==> config.mk <==
export PLATFORM = sky130hd
export DESIGN_NAME = id_issue_queue
export DESIGN_NICKNAME = d
export VERILOG_FILES = /design/src/rtl/id_issue_queue_pkg.sv /design/src/rtl/id_issue_ctrl_counter.sv /design/src/rtl/id_issue_queue.sv
export SDC_FILE = /design/constraint.sdc
export NUM_CORES = 1
export LEC_CHECK = 0
export ABC_AREA = 1
export BUFFER_PORTS_ARGS = -buffer_cell sky130_fd_sc_hd__buf_2
export CAP_MARGIN = 10
export CORE_UTILIZATION = 50
export DETAILED_ROUTE_END_ITERATION = 10
export PLACE_DENSITY = 0.69
export SKIP_LAST_GASP = 1
export SLEW_MARGIN = 20
export SYNTH_ARGS = -nofsm -noshare
export SYNTH_HDL_FRONTEND = slang
export SYNTH_HIERARCHICAL = 1
export SYNTH_SLANG_ARGS = --single-unit
==> constraint.sdc <==
create_clock -name clk_i -period 5.5 [get_ports clk_i]
set_input_delay 0.275 -clock clk_i [delete_from_list [all_inputs] [get_ports clk_i]]
set_output_delay 0.275 -clock clk_i [all_outputs]
set_load 0.02 [all_outputs]
==> src/rtl/id_issue_queue_pkg.sv <==
`default_nettype none
// +--------------------------------------------------------------------------+
// | id_issue_queue_pkg : payload type shared by the decode-to-issue queue    |
// | Revision: 1.0                                                            |
// +--------------------------------------------------------------------------+
package id_issue_queue_pkg;

  // Local stand-in carrying the subset of the scoreboard entry this block touches.
  typedef struct packed {
    logic [31:0] pc;
    logic [7:0]  trans_id;
    logic [6:0]  fu_op;
  } scoreboard_entry_t;

endpackage
`default_nettype wire

==> src/rtl/id_issue_ctrl_counter.sv <==
`default_nettype none
// +--------------------------------------------------------------------------+
// | id_issue_ctrl_counter : up/down counter of buffered control-flow entries |
// | Revision: 1.0                                                            |
// +--------------------------------------------------------------------------+
module id_issue_ctrl_counter #(
  parameter int unsigned WIDTH = 1
) (
  input  logic             clk_i,
  input  logic             rst_i,
  input  logic             clr_i,
  input  logic             inc_i,
  input  logic             dec_i,
  output logic [WIDTH-1:0] count_o
);

  logic [WIDTH-1:0] cnt_q;
  logic [WIDTH-1:0] cnt_d;

  always_comb begin
    cnt_d = cnt_q;
    if (clr_i) begin
      cnt_d = '0;
    end else if (inc_i && !dec_i) begin
      cnt_d = cnt_q + WIDTH'(1);
    end else if (dec_i && !inc_i) begin
      cnt_d = cnt_q - WIDTH'(1);
    end
  end

  always_ff @(posedge clk_i) begin
    if (rst_i) begin
      cnt_q <= '0;
    end else begin
      cnt_q <= cnt_d;
    end
  end

  assign count_o = cnt_q;

endmodule
`default_nettype wire

==> src/rtl/id_issue_queue.sv <==
`default_nettype none
// +--------------------------------------------------------------------------+
// | id_issue_queue : circular buffer between decode and issue with a cap on  |
// |                  in-flight control-flow entries                          |
// | Revision: 1.0                                                            |
// +--------------------------------------------------------------------------+
module id_issue_queue
  import id_issue_queue_pkg::*;
#(
  parameter int unsigned DEPTH   = 4,
  parameter int unsigned MAX_CF  = 1,
  parameter type         entry_t = scoreboard_entry_t
) (
  input  logic                       clk_i,
  input  logic                       rst_i,
  input  logic                       flush_i,
  input  entry_t                     decoded_i,
  input  logic                       decoded_is_cf_i,
  input  logic                       decoded_valid_i,
  output logic                       decoded_ready_o,
  output entry_t                     issue_entry_o,
  output logic                       issue_is_cf_o,
  output logic                       issue_valid_o,
  input  logic                       issue_ack_i,
  output logic [$clog2(DEPTH):0]     count_o,
  output logic [$clog2(MAX_CF):0]    cf_count_o
);

  localparam int unsigned PTR_W = $clog2(DEPTH);
  localparam int unsigned CNT_W = PTR_W + 1;
  localparam int unsigned CF_W  = $clog2(MAX_CF) + 1;

  entry_t             mem_q [DEPTH];
  entry_t             mem_d [DEPTH];
  logic [DEPTH-1:0]   cf_q;
  logic [DEPTH-1:0]   cf_d;
  logic [PTR_W-1:0]   wr_ptr_q;
  logic [PTR_W-1:0]   wr_ptr_d;
  logic [PTR_W-1:0]   rd_ptr_q;
  logic [PTR_W-1:0]   rd_ptr_d;
  logic [CNT_W-1:0]   count_q;
  logic [CNT_W-1:0]   count_d;
  logic [CF_W-1:0]    cf_count;

  logic pop_req;
  logic has_room;
  logic cf_room;
  logic push;
  logic pop;

  assign issue_valid_o = (count_q != '0);
  assign issue_entry_o = mem_q[rd_ptr_q];
  assign issue_is_cf_o = cf_q[rd_ptr_q];
  assign count_o       = count_q;
  assign cf_count_o    = cf_count;

  // A same-cycle pop frees both a slot and, if the head is CF, a CF credit.
  always_comb begin
    pop_req         = issue_ack_i & issue_valid_o;
    has_room        = (count_q < CNT_W'(DEPTH)) | pop_req;
    cf_room         = !decoded_is_cf_i | (cf_count < CF_W'(MAX_CF)) | (pop_req & issue_is_cf_o);
    decoded_ready_o = !rst_i & decoded_valid_i & !flush_i & has_room & cf_room;
    push            = decoded_ready_o;
    pop             = pop_req & !flush_i;
  end

  always_comb begin
    mem_d    = mem_q;
    cf_d     = cf_q;
    wr_ptr_d = wr_ptr_q;
    rd_ptr_d = rd_ptr_q;
    count_d  = count_q;
    if (flush_i) begin
      wr_ptr_d = '0;
      rd_ptr_d = '0;
      count_d  = '0;
    end else begin
      if (push) begin
        mem_d[wr_ptr_q] = decoded_i;
        cf_d[wr_ptr_q]  = decoded_is_cf_i;
        wr_ptr_d        = wr_ptr_q + PTR_W'(1);
      end
      if (pop) begin
        rd_ptr_d = rd_ptr_q + PTR_W'(1);
      end
      case ({push, pop})
        2'b10:   count_d = count_q + CNT_W'(1);
        2'b01:   count_d = count_q - CNT_W'(1);
        default: count_d = count_q;
      endcase
    end
  end

  always_ff @(posedge clk_i) begin
    if (rst_i) begin
      mem_q    <= '{default: '0};
      cf_q     <= '0;
      wr_ptr_q <= '0;
      rd_ptr_q <= '0;
      count_q  <= '0;
    end else begin
      mem_q    <= mem_d;
      cf_q     <= cf_d;
      wr_ptr_q <= wr_ptr_d;
      rd_ptr_q <= rd_ptr_d;
      count_q  <= count_d;
    end
  end

  id_issue_ctrl_counter #(
    .WIDTH (CF_W)
  ) u_cf_counter (
    .clk_i   (clk_i),
    .rst_i   (rst_i),
    .clr_i   (flush_i),
    .inc_i   (push & decoded_is_cf_i),
    .dec_i   (pop & issue_is_cf_o),
    .count_o (cf_count)
  );

endmodule
`default_nettype wire
Word level (Yosys, flattened, before mapping)

Index checks and enable logic that the tools add are counted.

Bits in registers: 200
Bits of input ports: 53
Word-level logic and storage cells: 76

Add/subtract/negate cells: 6
Order comparisons: 8
Equal/unequal tests: 2
Muxes and demuxes: 14
Bitwise logic cells: 15
Reduce and logical (&&, ||, !) cells: 14

Operators by type and width:

| operator                                                   | count |
|---|---|
| bitwise mux 188 bit                                        | 1 |
| 2-to-1 mux 47 bit                                          | 3 |
| binary-select mux 47 bit (select 2 bit)                    | 1 |
| demux 47 bit (select 2 bit)                                | 1 |
| bitwise AND 1 bit                                          | 9 |
| greater-or-equal comparator 3 bit, second input constant   | 2 |
| less-than comparator 2 x 3 -> 1 bit, second input constant | 2 |
| NOT 2 -> 3 bit                                             | 2 |
| case mux 3 bit (2 select lines)                            | 1 |
| logical NOT 1 bit                                          | 5 |
| adder 2 x 1 -> 2 bit, second input constant                | 2 |
| bitwise mux 4 bit                                          | 1 |
| logical AND 1 bit                                          | 4 |
| 2-to-1 mux 1 bit                                           | 4 |
| nonzero test 2 bit                                         | 2 |
| adder 3 x 1 -> 3 bit, second input constant                | 1 |
| less-than comparator 3 x 1 -> 1 bit, second input constant | 1 |
| less-than comparator 3 bit, second input constant          | 1 |
| OR 1 bit                                                   | 3 |
| nonzero test 3 bit                                         | 1 |
| subtractor 3 x 1 -> 3 bit, second input constant           | 1 |
| binary-select mux 1 bit (select 2 bit)                     | 1 |
| demux 1 bit (select 2 bit)                                 | 1 |
| equality test 2 x 1 -> 1 bit, second input constant        | 1 |
| 8 further kinds                                            | 8 |

Longest topological paths before layout

Word-level depth: 10
Mapped depth: 14
Gate-level depth less buffers: 13

Hierarchy

The synthesis kept the hierarchy.

Modules (own cells, without submodules):

| module                | instances | cells an instance | area each (µm²) | sequential area each (µm²) |
|---|---|---|---|---|
| id_issue_queue        | 1         | 1835              | 11287.1         | 3983.8 |
| id_issue_ctrl_counter | 1         | 11                | 60.1            | 20.0 |

Worst setup path before layout

No wires, ideal clock.

Path kind: register -> register
Start: register count_o[2] (netlist name)
End: register count_o[2] (netlist name)
Arrival time: 2137 ps
Setup slack: 3294 ps
Stages on the path, launching flop included: 13
Clock period less this slack: 2206 ps
Path through: dfxtp_1 inv_2 o21ai_1 nor2_4 buf_4 nand2_1 ha_1 inv_1 fa_1 a21oi_1 o21a_1 o21ai_0 a21oi_1

Final worst setup path

Start: register rd_ptr_q[0]
End: output port decoded_ready_o

Longest elaborated chain between the ends: 5

RTL lines:

| what                                   | RTL line              | source |
|---|---|---|
| start, declared                        | id_issue_queue.sv:39  | `logic [PTR_W-1:0] rd_ptr_q;` |
| start signal, assigned                 | id_issue_queue.sv:105 | `rd_ptr_q <= rd_ptr_d;` |
| binary-select mux 1 bit (select 2 bit) | id_issue_queue.sv:53  | `assign issue_is_cf_o = cf_q[rd_ptr_q];` |
| 2-to-1 mux 1 bit (not written as such) | id_issue_queue.sv:53  |  |
| bitwise AND 1 bit                      | id_issue_queue.sv:61  | `cf_room = !decoded_is_cf_i \| (cf_count < CF_W'(MAX_CF)) \| (pop_req & issue_is_cf_o);` |
| OR 1 bit                               | id_issue_queue.sv:61  |  |
| bitwise AND 1 bit                      | id_issue_queue.sv:62  | `decoded_ready_o = !rst_i & decoded_valid_i & !flush_i & has_room & cf_room;` |
| end, declared                          | id_issue_queue.sv:20  | `output logic decoded_ready_o,` |

No other way between the ends. The select of a mux whose other input is x is not followed.

==> impl_metrics.toml <==
[clock_network]
ctsResizeCount = 0
clockRootBuffer = "clkbuf_16"
numCtsBuffers = 17
cts_max_level = 4
clockBufferDepth = 2
clkSinkCount = 200
ctsHoldBuffers = 0
clk-insertion-delay-late_ns = 0.44
cts_tree = "built"
clk_pin_slew_ns = 0.06
post_cts_buffers = 0

[global_routing]
grt_max_degree = 125
grt_pass1_vias = 9789
grt_pass1_wl_um = 49190
track_usage = 0.2587
antenna_found_initial = 0
overflow = 0

[route]
num_vias = 10670
firstDrtPassIters = 9
ant_nets = 0
top_layer_used = "met4"
wl_met3_um = 1637
wirelength_um = 29900
drt-vias-per-instance = 4.987
wl_per_cell_um = 13.97
met1_length_um = 14210
drt_iter0_drc = 806
wl_met2_um = 13660
drc = 0

[layout]
area_growth_pct = 6.925
drive_above_1_share = 0.08763
antennaDiodeCount = 0
nNetsFinal = 1909
design_area_sq_mm = 0.01213
layoutNonFillerInstCount = 2140
final_core_util = 0.5508

[setup_path]
path_class = "reg -> out"
cp.arrival_ns = 3.11
worstSetupStartpoint = "rd_ptr_q[0]"
cp_num_cells = 8
worstPathBufferInverterCount = 3
crit_path_top_delay_cell = "buf_4"
critPathMaxStageDelay_ns = 0.57
reg2regPathDepth = 13
critPathRequiredTime_ns = 5.22
crit_family = "simple AND/OR/NAND/NOR gates"
crit_fanout = 124
worstSetupEndpoint = "decoded_ready_o"
timing.rr.end = "count_o[2]"
cp-start-kind = "flip-flop"
endpoint_kind = "output port"
r2r_setup_slack_ns = 2.12
r2r-start = "rd_ptr_q[0]"
cp_cell_sequence = "buf_4, nand2_1, nand3_2, nand3_2, nand2_8, nand2_1, inv_1, buf_2"

[timing]
slew_headroom = 0.2820
drv_slew = 0
finClkSkew_ns = 0.009719
fin_crit_ns = 3.388
finalSetupViolations = 0
max_freq_ghz = 0.2951
tightest_slew_ns = 1.077
finalSetupTns_ns = 0
rsz0062_at_grt = "false"
finalHoldViolations = 0
fin_crit_sh = 0.6160

[synthesis]
synthFlopType = "dfxtp_1"
ys_seq_area_frac = 0.3529
synth_area_per_cell_sq_um = 6.147
ys_types = 23
yosysTopAreaCellShare = 0.3529
yosysMostFrequentCell = "inv_1"
synth_warnings = 6
synthArstFlopShare = 0
syn_nets = 1905
ys_seq_elements = 200
synth_edf_count = 0
yosys-top-cells-area = "dfxtp_1, inv_1, nand2_1"
syn_inst = 1846
synth_area_leader_cell = "dfxtp_1"
synthTopCellsByCount = "inv_1, nand2_1, nor2_1, dfxtp_1, nand4_1"
syn_area_sq_mm = 0.01135

[power]
ir_drop_mv = 0.1843
power.total_mw = 3.016
leakage_nw = 6.064
power_density_mw_per_mm2 = 248.5

[die]
rows = 54
die_w_um = 152.6
die_y_um = 152.6
initial_core_util = 0.5152
die_area_sq_mm = 0.02330
num_io_pins = 107
core_sq_mm = 0.02203

[place]
post_dp_cell_area_sq_mm = 0.01157
dp.cells = 2111
port_buffers = 106
dp_hpwl_um = 15300
globalplace.congestion = 0.7690

[worst_hold_path]
worstHoldPathType = "in -> reg"

[status]
status = "finished, final reports clean"

[run]
max-cap-violations = 0
## cells by family (layout without fill, tap and decap cells)
group,after synthesis,count (layout),synth area share
DFF,200,200,0.3529
AOI/OAI and AO/OA,202,202,0.08932
adders and majority gates,6,6,0.007278
buffers and inverters,585,599,0.2181
and+or+nand+nor,853,853,0.3325
## registers in the layout (all words and copies together), names as in the netlist
register,flops
u_cf_counter/count_o,1
rd_ptr_q,2
wr_ptr_q,2
count_o,3
cf_q,4
mem_q,188
## worst register-to-register path, cell delays in order, from the launching register on
cell and delay (ns):
dfxtp_2 0.36, buf_4 0.57, nand2_1 0.15, nand3_2 0.12, nand3_2 0.14, nand2_8 0.54
nand2_1 0.42, ha_1 0.27, inv_1 0.10, fa_1 0.20, a21oi_1 0.07, o21a_1 0.11
o21ai_0 0.16, a21oi_1 0.05
## how the worst min path moves through the flow
stage          slack [ns]  cells after the start                    to        from
2_1_floorplan        0.42                      3  u_cf_counter/count_o       rst_i
3_3_place_gp         0.48                      1            count_o[2]  count_o[2]
3_5_place_dp         0.49                      1            count_o[2]  count_o[2]
4_1_cts              0.15                      4  u_cf_counter/count_o     flush_i
5_1_grt              0.18                      4  u_cf_counter/count_o     flush_i
6_report             0.16                      4  u_cf_counter/count_o     flush_i
## stage by stage
step,setup slack [ns],hold slack [ns]
6_report,2.112,0.1646
5_1_grt,1.899,0.1766
4_1_cts,2.183,0.1542
3_5_place_dp,2.223,0.4895
3_3_place_gp,2.289,0.4837
2_1_floorplan,3.294,0.4200
## final cells by class
cell class | instances | area, sq um
Clock inverter | 7 | 97.59
Timing Repair Buffer | 119 | 628.1
Sequential cell | 200 | 4005
Tap cell | 280 | 350.3
Inverter | 451 | 1700
Fill cell | 2277 | 9893
Clock buffer | 22 | 464.2
Multi-Input combinational cell | 1061 | 4887
## where the power goes
group	switching [mW]	internal, mW
logic	0.199	0.0901
registers	0.0115	1.47
clock network	0.555	0.688
total	0.766	2.25
## per-layer routing
metal  global-route usage  up-vias
met5                    0        -
met4              0.07071        0
met3              0.04010       27
met2               0.4297      287
met1               0.3478     4765
li1                     -     5594
## layout by cell type (no fill, tap or decap), drive strengths merged
| cell type | n |
|---|---|
| clkinvlp | 2 |
| inv | 451 |
| nor2 | 205 |
| ha | 5 |
| nand4 | 192 |
| buf | 119 |
| dfxtp | 200 |
| nand2 | 448 |
| bufinv | 2 |
| clkinv | 3 |
| clkbuf | 22 |
| o21ai | 53 |
| fa | 1 |
| a21oi | 148 |
| o21a | 1 |
| nand3 | 8 |
(Power assumes the default switching activity.)
